--- src/rtl/mmio_uart_tx.sv ---
// Memory-mapped UART transmitter: a 4-register window feeding a circular TX FIFO
// that drains into an 8N1 serializer with a programmable clocks-per-bit divisor.
module mmio_uart_tx #(
  parameter logic [31:0] BASE_ADDR = 32'h0000_F000,
  parameter int          DIV       = 16,
  parameter int          DEPTH     = 8
) (
  input  logic        clk,
  input  logic        reset,
  input  logic        WE,
  input  logic [31:0] address_to_mem,
  input  logic [31:0] data_to_mem,
  output logic [31:0] rd_data,
  output logic        hit,
  output logic        tx
);

  localparam int AW = (DEPTH > 1) ? $clog2(DEPTH) : 1;

  typedef enum logic [1:0] {IDLE, START, DATA, STOP} state_t;

  localparam logic [1:0] OFF_TXDATA  = 2'd0;
  localparam logic [1:0] OFF_STATUS  = 2'd1;
  localparam logic [1:0] OFF_DIVISOR = 2'd2;

  logic [7:0]    mem [DEPTH];
  logic [AW-1:0] wr_ptr, rd_ptr;
  logic [4:0]    count;
  logic          overflow;
  logic [15:0]   divisor;

  state_t        state;
  logic [7:0]    shift_reg;
  logic [15:0]   baud_cnt;
  logic [15:0]   div_lat;
  logic [2:0]    bit_idx;

  logic [1:0]    offset;
  logic          empty, full, busy;
  logic          wr_txdata, wr_status, wr_divisor;
  logic          push, pop, baud_done;
  logic [15:0]   div_eff;
  logic          unused_ok;

  assign hit    = (address_to_mem[31:4] == BASE_ADDR[31:4]);
  assign offset = address_to_mem[3:2];

  assign empty = (count == 5'd0);
  assign full  = (count == 5'(DEPTH));
  assign busy  = (state != IDLE);

  assign wr_txdata  = WE && hit && (offset == OFF_TXDATA);
  assign wr_status  = WE && hit && (offset == OFF_STATUS);
  assign wr_divisor = WE && hit && (offset == OFF_DIVISOR);

  // Full is judged on the pre-edge count, so a pop in the same cycle never rescues a push.
  assign push      = wr_txdata && !full;
  assign baud_done = (baud_cnt == div_lat - 16'd1);
  assign pop       = !empty && ((state == IDLE) || ((state == STOP) && baud_done));
  assign div_eff   = (divisor < 16'd2) ? 16'd2 : divisor;

  assign unused_ok = ^{data_to_mem[31:16], address_to_mem[1:0]};

  always_comb begin
    rd_data = '0;
    if (hit) begin
      case (offset)
        OFF_STATUS:  rd_data = {20'b0, count[3:0], 4'b0, overflow, busy, full, empty};
        OFF_DIVISOR: rd_data = {16'b0, divisor};
        default:     rd_data = '0;
      endcase
    end
  end

  // NOTE: the FIFO storage has no reset; pointers and count alone define its contents.
  always_ff @(posedge clk) begin
    if (push) mem[wr_ptr] <= data_to_mem[7:0];
  end

  always_ff @(posedge clk) begin
    if (!reset) begin
      wr_ptr   <= '0;
      rd_ptr   <= '0;
      count    <= '0;
      overflow <= 1'b0;
      divisor  <= 16'(DIV);
    end else begin
      if (push) wr_ptr <= wr_ptr + 1'b1;
      if (pop)  rd_ptr <= rd_ptr + 1'b1;
      if (push && !pop)      count <= count + 5'd1;
      else if (!push && pop) count <= count - 5'd1;
      if (wr_txdata && full)                overflow <= 1'b1;
      else if (wr_status && data_to_mem[3]) overflow <= 1'b0;
      if (wr_divisor) divisor <= data_to_mem[15:0];
    end
  end

  // Serializer; tx is registered so it changes only on the edge that changes state.
  always_ff @(posedge clk) begin
    if (!reset) begin
      state     <= IDLE;
      tx        <= 1'b1;
      shift_reg <= '0;
      baud_cnt  <= '0;
      div_lat   <= 16'd2;
      bit_idx   <= '0;
    end else begin
      case (state)
        IDLE: begin
          tx <= 1'b1;
          if (pop) begin
            shift_reg <= mem[rd_ptr];
            div_lat   <= div_eff;
            baud_cnt  <= '0;
            state     <= START;
            tx        <= 1'b0;
          end
        end
        START: begin
          if (baud_done) begin
            baud_cnt <= '0;
            bit_idx  <= '0;
            state    <= DATA;
            tx       <= shift_reg[0];
          end else begin
            baud_cnt <= baud_cnt + 16'd1;
          end
        end
        DATA: begin
          if (baud_done) begin
            baud_cnt <= '0;
            if (bit_idx == 3'd7) begin
              state <= STOP;
              tx    <= 1'b1;
            end else begin
              bit_idx   <= bit_idx + 3'd1;
              shift_reg <= shift_reg >> 1;
              tx        <= shift_reg[1];
            end
          end else begin
            baud_cnt <= baud_cnt + 16'd1;
          end
        end
        STOP: begin
          if (baud_done) begin
            baud_cnt <= '0;
            if (pop) begin
              shift_reg <= mem[rd_ptr];
              div_lat   <= div_eff;
              state     <= START;
              tx        <= 1'b0;
            end else begin
              state <= IDLE;
              tx    <= 1'b1;
            end
          end else begin
            baud_cnt <= baud_cnt + 16'd1;
          end
        end
        default: begin
          state <= IDLE;
          tx    <= 1'b1;
        end
      endcase
    end
  end

endmodule

--- config.mk ---
export PLATFORM = sky130hd
export DESIGN_NAME = mmio_uart_tx
export DESIGN_NICKNAME = d
export VERILOG_FILES = /design/src/rtl/mmio_uart_tx.sv
export SDC_FILE = /design/constraint.sdc
export NUM_CORES = 1
export LEC_CHECK = 0
export BUFFER_PORTS_ARGS = -buffer_cell sky130_fd_sc_hd__buf_2
export CORE_MARGIN = 8
export CORE_UTILIZATION = 58
export DETAILED_ROUTE_END_ITERATION = 7
export PLACE_DENSITY = 0.89
export SYNTH_ARGS = -nofsm -noshare
export SYNTH_HDL_FRONTEND = slang
export SYNTH_SLANG_ARGS = --single-unit
--- constraint.sdc ---
create_clock -name clk -period 5.8 [get_ports clk]
set_input_delay 0.29 -clock clk [delete_from_list [all_inputs] [get_ports clk]]
set_output_delay 0.29 -clock clk [all_outputs]
set_load 0.005 [all_outputs]
### Yosys cells after proc, flatten, opt, wreduce, memory -nomap -nowiden

Memories as Yosys holds them, arrays and structs flattened. A register that Yosys moved wholly into a read port is not among the register bits.
Cells that the tools add are included.

| word-level totals | value |
|---|---|
| register bits after elaboration | 74 |
| bits in latches | 0 |
| bits in writable memories | 64 |
| ROM bits | 0 |
| input bits | 67 |
| output and inout port bits | 34 |
| word-level logic and storage cells | 105 |
| memories kept | 1 |

| operators by class | value |
|---|---|
| add/sub/neg operators | 7 |
| multiply operators | 0 |
| divide/modulo/power cells | 0 |
| magnitude comparators | 1 |
| equality and inequality tests | 15 |
| shift operators | 0 |
| muxes and demuxes | 39 |
| bitwise operators | 0 |
| reductions and logical operators | 31 |

Memories:

| memory | words | bits a word | rd ports | clocked after memory_dff | wr ports | RTL line | text |
|---|---|---|---|---|---|---|---|
| mem | 8 | 8 | 1 | 1 | 1 | 26 | `logic [7:0] mem [DEPTH];` |

Operators with widths:

| cell | number |
|---|---|
| $pmux 16 s2 | 3 |
| $mux 16 | 5 |
| $mux 32 | 1 |
| $mux 8 | 4 |
| $eq 28x12->1 const B | 1 |
| $pmux 8 s3 | 1 |
| $add 16x1->16 const B | 1 |
| $eq 16x16->1 | 1 |
| $lt 16x2->1 const B | 1 |
| $sub 16x1->16 const B | 1 |
| $mux 3 | 5 |
| $ne 2x2->1 const B | 6 |
| $logic_and 1x1->1 | 11 |
| $mux 1 | 10 |
| $mux 2 | 5 |
| $mux 5 | 2 |
| $reduce_bool 2->1 | 5 |
| $add 3x1->3 const B | 3 |
| $pmux 2 s4 | 1 |
| $reduce_and 4->1 | 2 |
| $eq 2x2->1 const B | 3 |
| $pmux 3 s2 | 1 |
| $add 5x1->5 const B | 1 |
| $eq 5x4->1 const B | 1 |
| other kinds (13) | 18 |

### Logic depth before layout (Yosys ltp)

Gate-level depths: netlist (run 1).

| depth | value |
|---|---|
| depth in word-level cells | 8 |
| mapped depth | 19 |
| gate-level depth less buffers | 18 |

### Worst setup path before layout (run 1)

OpenSTA, ideal clock, no wires.

| timing | value |
|---|---|
| path kind | reg-to-reg |
| from | register div_lat[0] |
| to | register count[4] |
| setup time | 0.070 ns |
| data arrival time | 3.942 ns |
| slack | 1.787 ns |
| cell stages (with the launch flop) | 19 |
| buffers on the path | 1 |
| cells stage by stage | dfxtp_1 inv_1 ha_1 nor4b_4 nand2_1 a311o_1 a221o_1 nor3_4 a21oi_1 or2_1 buf_2 ha_1 inv_1 ha_1 a21o_1 a21oi_1 xnor2_1 or3_1 a21oi_1 |

| on the way | value |
|---|---|
| longest elaborated chain between the ends | 8 |

Ends and longest elaborated chain:

| item | RTL line | text |
|---|---|---|
| start, declared | 35 | `logic [15:0] div_lat;` |
| start signal, assigned | 113 | `div_lat <= div_eff;` |
| start signal, assigned | 149 | `div_lat <= div_eff;` |
| $sub 16x1->16 (*) | 58 | `assign baud_done = (baud_cnt == div_lat - 16'd1);` |
| $eq 16x16->1 (*) | 58 |  |
| $logic_and 1x1->1 (*) | 59 | `assign pop = !empty && ((state == IDLE) \|\| ((state == STOP) && baud_done));` |
| $logic_or 1x1->1 (*) | 59 |  |
| $logic_and 1x1->1 (*) | 59 |  |
| $logic_not 1->1 | 90 | `if (push && !pop) count <= count + 5'd1;` |
| $logic_and 1x1->1 | 90 |  |
| $mux 5 / $reduce_bool 2->1 (equally long branches) | n/a |  |
| end signal, assigned | 90 |  |
| end signal, assigned | 91 | `else if (!push && pop) count <= count - 5'd1;` |
| end, declared | 28 | `logic [4:0] count;` |

Mark *: on every way between the ends. The rest lies on a longest branch, timed or not.
A chain may end at the register's enable or synchronous reset.

### Worst setup path in the final report (run 1)

Ends and elaborated chain as after synthesis.

==> impl_metrics.toml, run 1 <==
[worst_setup_path]
start_kind = "flop"
path_cells = "inv_1 > ha_1 > nor4b_4 > a31oi_1 > a2111oi_1 > o31ai_1 > nor3_4 > buf_4 > a21oi_1 > or2_1 > ha_1 > inv_1 > ha_1 > a21o_1 > a21oi_1 > xnor2_1 > or3_1 > a21oi_1"
crit_buf_inv = 3
critPathKind = "reg2reg"
critPathCaptureType = "flop"
startpoint = "div_lat[0]$_SDFFE_PN0P_"
cpPeakStageDelay_ns = 0.63
crit_cells = 18
crit_family = "compound AO/OA/AOI/OAI gates"
worstReg2RegEnd = "count[4]$_SDFFE_PN0P_"
critPathMaxFanout = 18
endpoint = "count[4]$_SDFFE_PN0P_"
cp.arrival_ns = 5.21
worstPathRequired_ns = 6.14
reg2reg_slack_ns = 0.93
r2r_start = "div_lat[0]$_SDFFE_PN0P_"
reg2regPathDepth = 18
slowest_stage = "a2111oi_1"

[cells_and_area]
antenna_cells = 0
syn_to_final_growth_pct = 13.4
largest_reg_flops = 64
largest_register = "mem"
drive_gt1_frac = 0.183
layout.nets = 809

[timing]
min_period_over_period = 0.839
relSlewSlack = 0.256
final.min_clock_period_ns = 4.87
rsz0062_at_grt = "no"
fin_worst_skew_ns = 0.00946
fin_worst_hold_slack_ns = 0.128
slew_viol_final = 0
worst_pin_slew_ns = 1.11
fmax_ghz = 0.206
final_hold_viol_count = 0
tns_ns = 0
setup_viol = 0

[clock_tree]
cts_tree = "yes"
path_clk_slew_ns = 0.06
insertion_delay_ns = 0.42
cts_root_buffer = "clkbuf_16"
cts_buffers = 17
cts_resized = 0
post-cts-setup-buffer-count = 0
cts_htree_levels = 4
clkSinkCount = 141
clockBufferDepth = 2
postCtsHoldBufs = 0

[floorplan]
die_height_um = 126
row_count = 40
die-area_um2 = 15900
start_util = 0.590
core_area_um2 = 12000
die-width_um = 126
ios = 101

[placement]
io_buffers = 66
dp_hpwl_um = 11700
gp_congestion = 0.893

[synth]
synth-main-ff-cell = "dfxtp_1"
yosysSeqAreaShare = 0.491
syn_area_um2 = 7050
ys.warnings.count = 0
synth-edff-count = 64
synth_top_area_frac = 0.273
synth_cell_types = 69
synth_common_cells = "77 x dfxtp_1, 64 x edfxtp_1, 54 x nand2_1"
yosysMostFrequentCell = "dfxtp_1"
avgSynthCellArea_um2 = 10.5
syn_inst = 671
synthArstFlopShare = 0
ys_seq_elements = 141
yosys.area.top_type = "edfxtp_1"
synth.area.top_cells = "edfxtp_1 27%, dfxtp_1 22%, mux4_2 5.1%"

[status]
status = "finished, final reports clean"

[global_route]
grt_pass1_wl_um = 28200
grt_max_degree = 39
grt_pass1_vias = 5624
track_usage = 0.222
overflow = 0
antenna_found_initial = 0

[detailed_routing]
wire_per_inst_um = 20.0
vias = 5742
viasPerCell = 6.50
wirelength_um = 17600
drc = 0
dr.pass1.iters = 5
drt_iter0_markers = 559
ant_nets = 0

[pwr]
power_density_nw_per_um2 = 434
vdd_drop_max_v = 0.000296
p_leak_nw = 2.96

[job]
drv_cap = 0

[worst_hold_path]
hp-class = "in2reg"
==> tightest hold or removal path, cell delays in order <==
cell	delay (ns)
buf_2	0.10
nand3_1	0.06
a21oi_1	0.05
==> area by class of cell <==
type / instances / area [um2]
sequential: 141 / 3460
timing repair buffer: 77 / 413
clock inverter: 15 / 194
tap: 147 / 184
clock buffer: 17 / 425
multi-input combinational: 471 / 3260
fill: 789 / 3960
inverter: 15 / 56.3
==> how the worst min path moves through the flow <==
stage	from	end	slack, ns	depth (start not counted)
after floorplan	data_to_mem[0]	mem[0][0]$_DFFE_PP_	0.39	0
after CTS	data_to_mem[10]	divisor[10]$_SDFFE_PN0P_	0.11	3
after detailed placement	overflow$_SDFFE_PN0P_	overflow$_SDFFE_PN0P_	0.45	2
after global placement	overflow$_SDFFE_PN0P_	overflow$_SDFFE_PN0P_	0.44	2
final	data_to_mem[10]	divisor[10]$_SDFFE_PN0P_	0.13	3
after global routing	data_to_mem[8]	divisor[8]$_SDFFE_PN0P_	0.12	3
==> metal layers <==
layer	vias to the layer above	part of all wire	global-route usage	wire [um]
met1	2698	0.39	0.262	6840
met5	-	0	0	0
met3	68	0.10	0.0629	1850
li1	2573	-	-	-
met2	403	0.47	0.353	8250
met4	0	0.040	0.134	709
==> stage by stage <==
step                cells  setup slack [ns]  total power [mW]  utilization  area (um2)
finish                883             0.935              3.47        0.669        8000
global route          883             0.695              3.63        0.669        8000
CTS                   883              1.05              3.45        0.669        8000
detailed placement    851              1.12              2.31        0.617        7380
global placement      851              1.37              2.25        0.617        7380
floorplan             686              1.79              2.14            -        7110
==> cell families after synthesis <==
kind of cell | count (synthesis) | synth area share
AO/OA/AOI/OAI | 123 | 0.116
XOR/XNOR | 24 | 0.0298
adder cells (fa/ha/maj) | 19 | 0.0348
buffers and inverters | 74 | 0.0541
flip-flops | 141 | 0.491
multiplexers | 49 | 0.0983
other | 1 | 0.000532
AND/OR/NAND/NOR | 240 | 0.176
==> cells in the final DEF (no fill, tap or decap), types with 4 or more instances in the layout <==
cell type  instances
nor4_1            17
a21oi_1           44
nor3_1            18
mux4_2            16
mux2i_1           31
a311oi_1           9
edfxtp_1          64
buf_4             11
xnor2_1           15
inv_1             14
and3_1            20
and2_1             4
clkbuf_16         17
nand2_1           54
nor3b_1            5
conb_1            16
nand3_1           33
dfxtp_1           77
a22oi_1            9
xor2_1             9
nand4_1            6
ha_1              18
inv_8              6
nor2_1            49
nand2b_1           7
buf_2             66
o21ai_0           20
o31ai_1            5
or3_1             10
==> power by group <==
part           switching [mW]  internal [mW]  total [mW]
sequential              0.125           1.12        1.24
combinational           0.646          0.456        1.10
clock                   0.471          0.658        1.13
total                    1.24           2.23        3.47
(Power assumes the default switching activity.)
==> run 2: changes to the inputs <==
Clock period 5.8 ns to 4.7 ns, I/O delays scaled along.
==> run 2 against run 1 <==
  * Non-clock buffer count grew 3
  * Worst setup slack worse by 0.64 ns
  * Clock skew is 0.0014 ns higher
  * Total power grew 24%
  * Sequential power up 23%
  * Via count is essentially flat
  * Critical endpoint unchanged
  * Clock power is 19% higher
  * Final area rose by 0.19%
  * First-iteration DRC count increased by 0.18%
  * Global-route usage is 0.94 points higher
  * Critical path depth shrank 1
  * Count of clock-buffer cells in the layout unchanged
==> impl_metrics.toml, run 2 (synthesis gave the netlist of run 1 again) <==
[status]
status = "finished, final reports clean"

[detailed_routing]
viasPerCell = 6.48
drc = 0
vias = 5739
ant_nets = 0
wirelength_um = 18400
wire_per_inst_um = 20.8
dr.pass1.iters = 5
drt_iter0_markers = 560

[clock_tree]
cts_htree_levels = 4
insertion_delay_ns = 0.42
path_clk_slew_ns = 0.07
cts_tree = "yes"
cts_buffers = 17
clockBufferDepth = 2
clkSinkCount = 141
cts_root_buffer = "clkbuf_16"

[floorplan]
die_height_um = 126
core_area_um2 = 12000
start_util = 0.590
row_count = 40
die-width_um = 126
die-area_um2 = 15900
ios = 101

[pwr]
power_density_nw_per_um2 = 535
vdd_drop_max_v = 0.000402
p_sw_mw = 1.60
clkPwrFrac = 0.314
p_leak_nw = 2.98
power_mw = 4.29
switching_share = 0.373
comb_power_share = 0.329
sequentialPowerShare = 0.357
intPower_mw = 2.69

[placement]
dp_hpwl_um = 12000
dp_cells = 853
io_buffers = 66
gp_congestion = 0.872

[global_route]
grt_pass1_vias = 5615
grt_pass1_wl_um = 29400
antenna_found_initial = 0
track_usage = 0.231
overflow = 0
grt_max_degree = 37

[cells_and_area]
largest_reg_flops = 64
antenna_cells = 0
nFillCells = 812
largest_register = "mem"
layoutNonFillerInstCount = 886
ff_latch_area_um2 = 3460
multi_input_area_um2 = 3270
mostFrequentLayoutCells = "77 x dfxtp_1, 66 x buf_2, 64 x edfxtp_1"
layout.nets = 812
drive_gt1_frac = 0.188
syn_to_final_growth_pct = 13.6
final_common_cell = "dfxtp_1"

[timing]
fmax_ghz = 0.227
fin_worst_skew_ns = 0.0108
relSlewSlack = 0.294
slew_viol_final = 0
min_period_over_period = 0.938
final.min_clock_period_ns = 4.41
tns_ns = 0
fin_worst_hold_slack_ns = 0.0610
final_hold_viol_count = 0
setup_viol = 0
worst_pin_slew_ns = 1.06

[worst_setup_path]
critPathCaptureType = "flop"
start_kind = "flop"
critPathMaxFanout = 5
worstPathRequired_ns = 5.06
critPathKind = "reg2reg"
cp.arrival_ns = 4.77

[worst_hold_path]
hp-class = "in2reg"

[job]
drv_cap = 0
[run 2: cell types whose count changed in the layout (fill, tap and decap cells not counted)]
cell,change
a2111oi_1,-1
a2111oi_2,+1
buf_4,+3
bufinv_16,-2
clkinv_8,+3
clkinvlp_4,-2
inv_6,-1
inv_8,+2
[run 2: final timing paths]
check | from | end | slack [ns] | cells after the start
max | div_lat[0]$_SDFFE_PN0P_ | count[4]$_SDFFE_PN0P_ | 0.29 | 17
min | data_to_mem[10] | divisor[10]$_SDFFE_PN0P_ | 0.06 | 3
max reg2reg | div_lat[0]$_SDFFE_PN0P_ | count[4]$_SDFFE_PN0P_ | 0.29 | 17
min reg2reg | shift_reg[2]$_SDFFE_PN0P_ | shift_reg[2]$_SDFFE_PN0P_ | 0.49 | 2
[run 2: repair_timing]
action                     4_1_cts  5_1_grt
resized for setup                0        1
hold buffers                     0        0
setup buffers                    0        1
setup endpoints to repair        0        2
[run 2: area by class of cell]
class,instances,share of cell area
clock buffers,17,0.0531
clock inverters,15,0.0226
inverters,15,0.00703
multi-input cells,471,0.408
flip-flops and latches,141,0.432
well taps,147,0.0230
repair buffers,80,0.0543
[run 2: worst max-delay path, cell delays in order, from the launching register on]
cell     delay, ns
dfxtp_1       0.35
inv_1         0.09
ha_1          0.27
nor4b_4       0.36
nand2_1       0.12
a311o_1       0.35
a221o_1       0.41
nor3_4        0.23
a21oi_1       0.14
or2_1         0.35
ha_1          0.26
inv_1         0.15
ha_1          0.30
a21o_1        0.19
a21oi_1       0.18
xnor2_1       0.12
or3_1         0.33
a21oi_1       0.15
[run 2: layer usage]
layer	vias to the layer above	GRT usage	wire length, um	part of all wire
met5	-	0	0	0
met4	0	0.0849	372	0.020
met3	36	0.0553	1640	0.089
met2	353	0.383	8920	0.48
met1	2767	0.287	7500	0.41
li1	2583	-	-	-
[run 2: power by group through the flow]
stage          sequential, mW  clock, mW  combinational (mW)
6_report                 1.53       1.35                1.41
5_1_grt                  1.55       1.41                1.52
4_1_cts                  1.53       1.35                1.37
3_5_place_dp             1.55          0                1.33
3_3_place_gp             1.54          0                1.26
2_1_floorplan            1.46          0                1.18
[run 2: per-stage QoR]
step / area [um2] / worst slack (ns) / util
2_1_floorplan: 7110 / 0.687 / -
3_3_place_gp: 7390 / 0.521 / 0.618
3_5_place_dp: 7390 / 0.311 / 0.618
4_1_cts: 8000 / 0.223 / 0.669
5_1_grt: 8010 / -0.00467 / 0.670
6_report: 8010 / 0.290 / 0.670
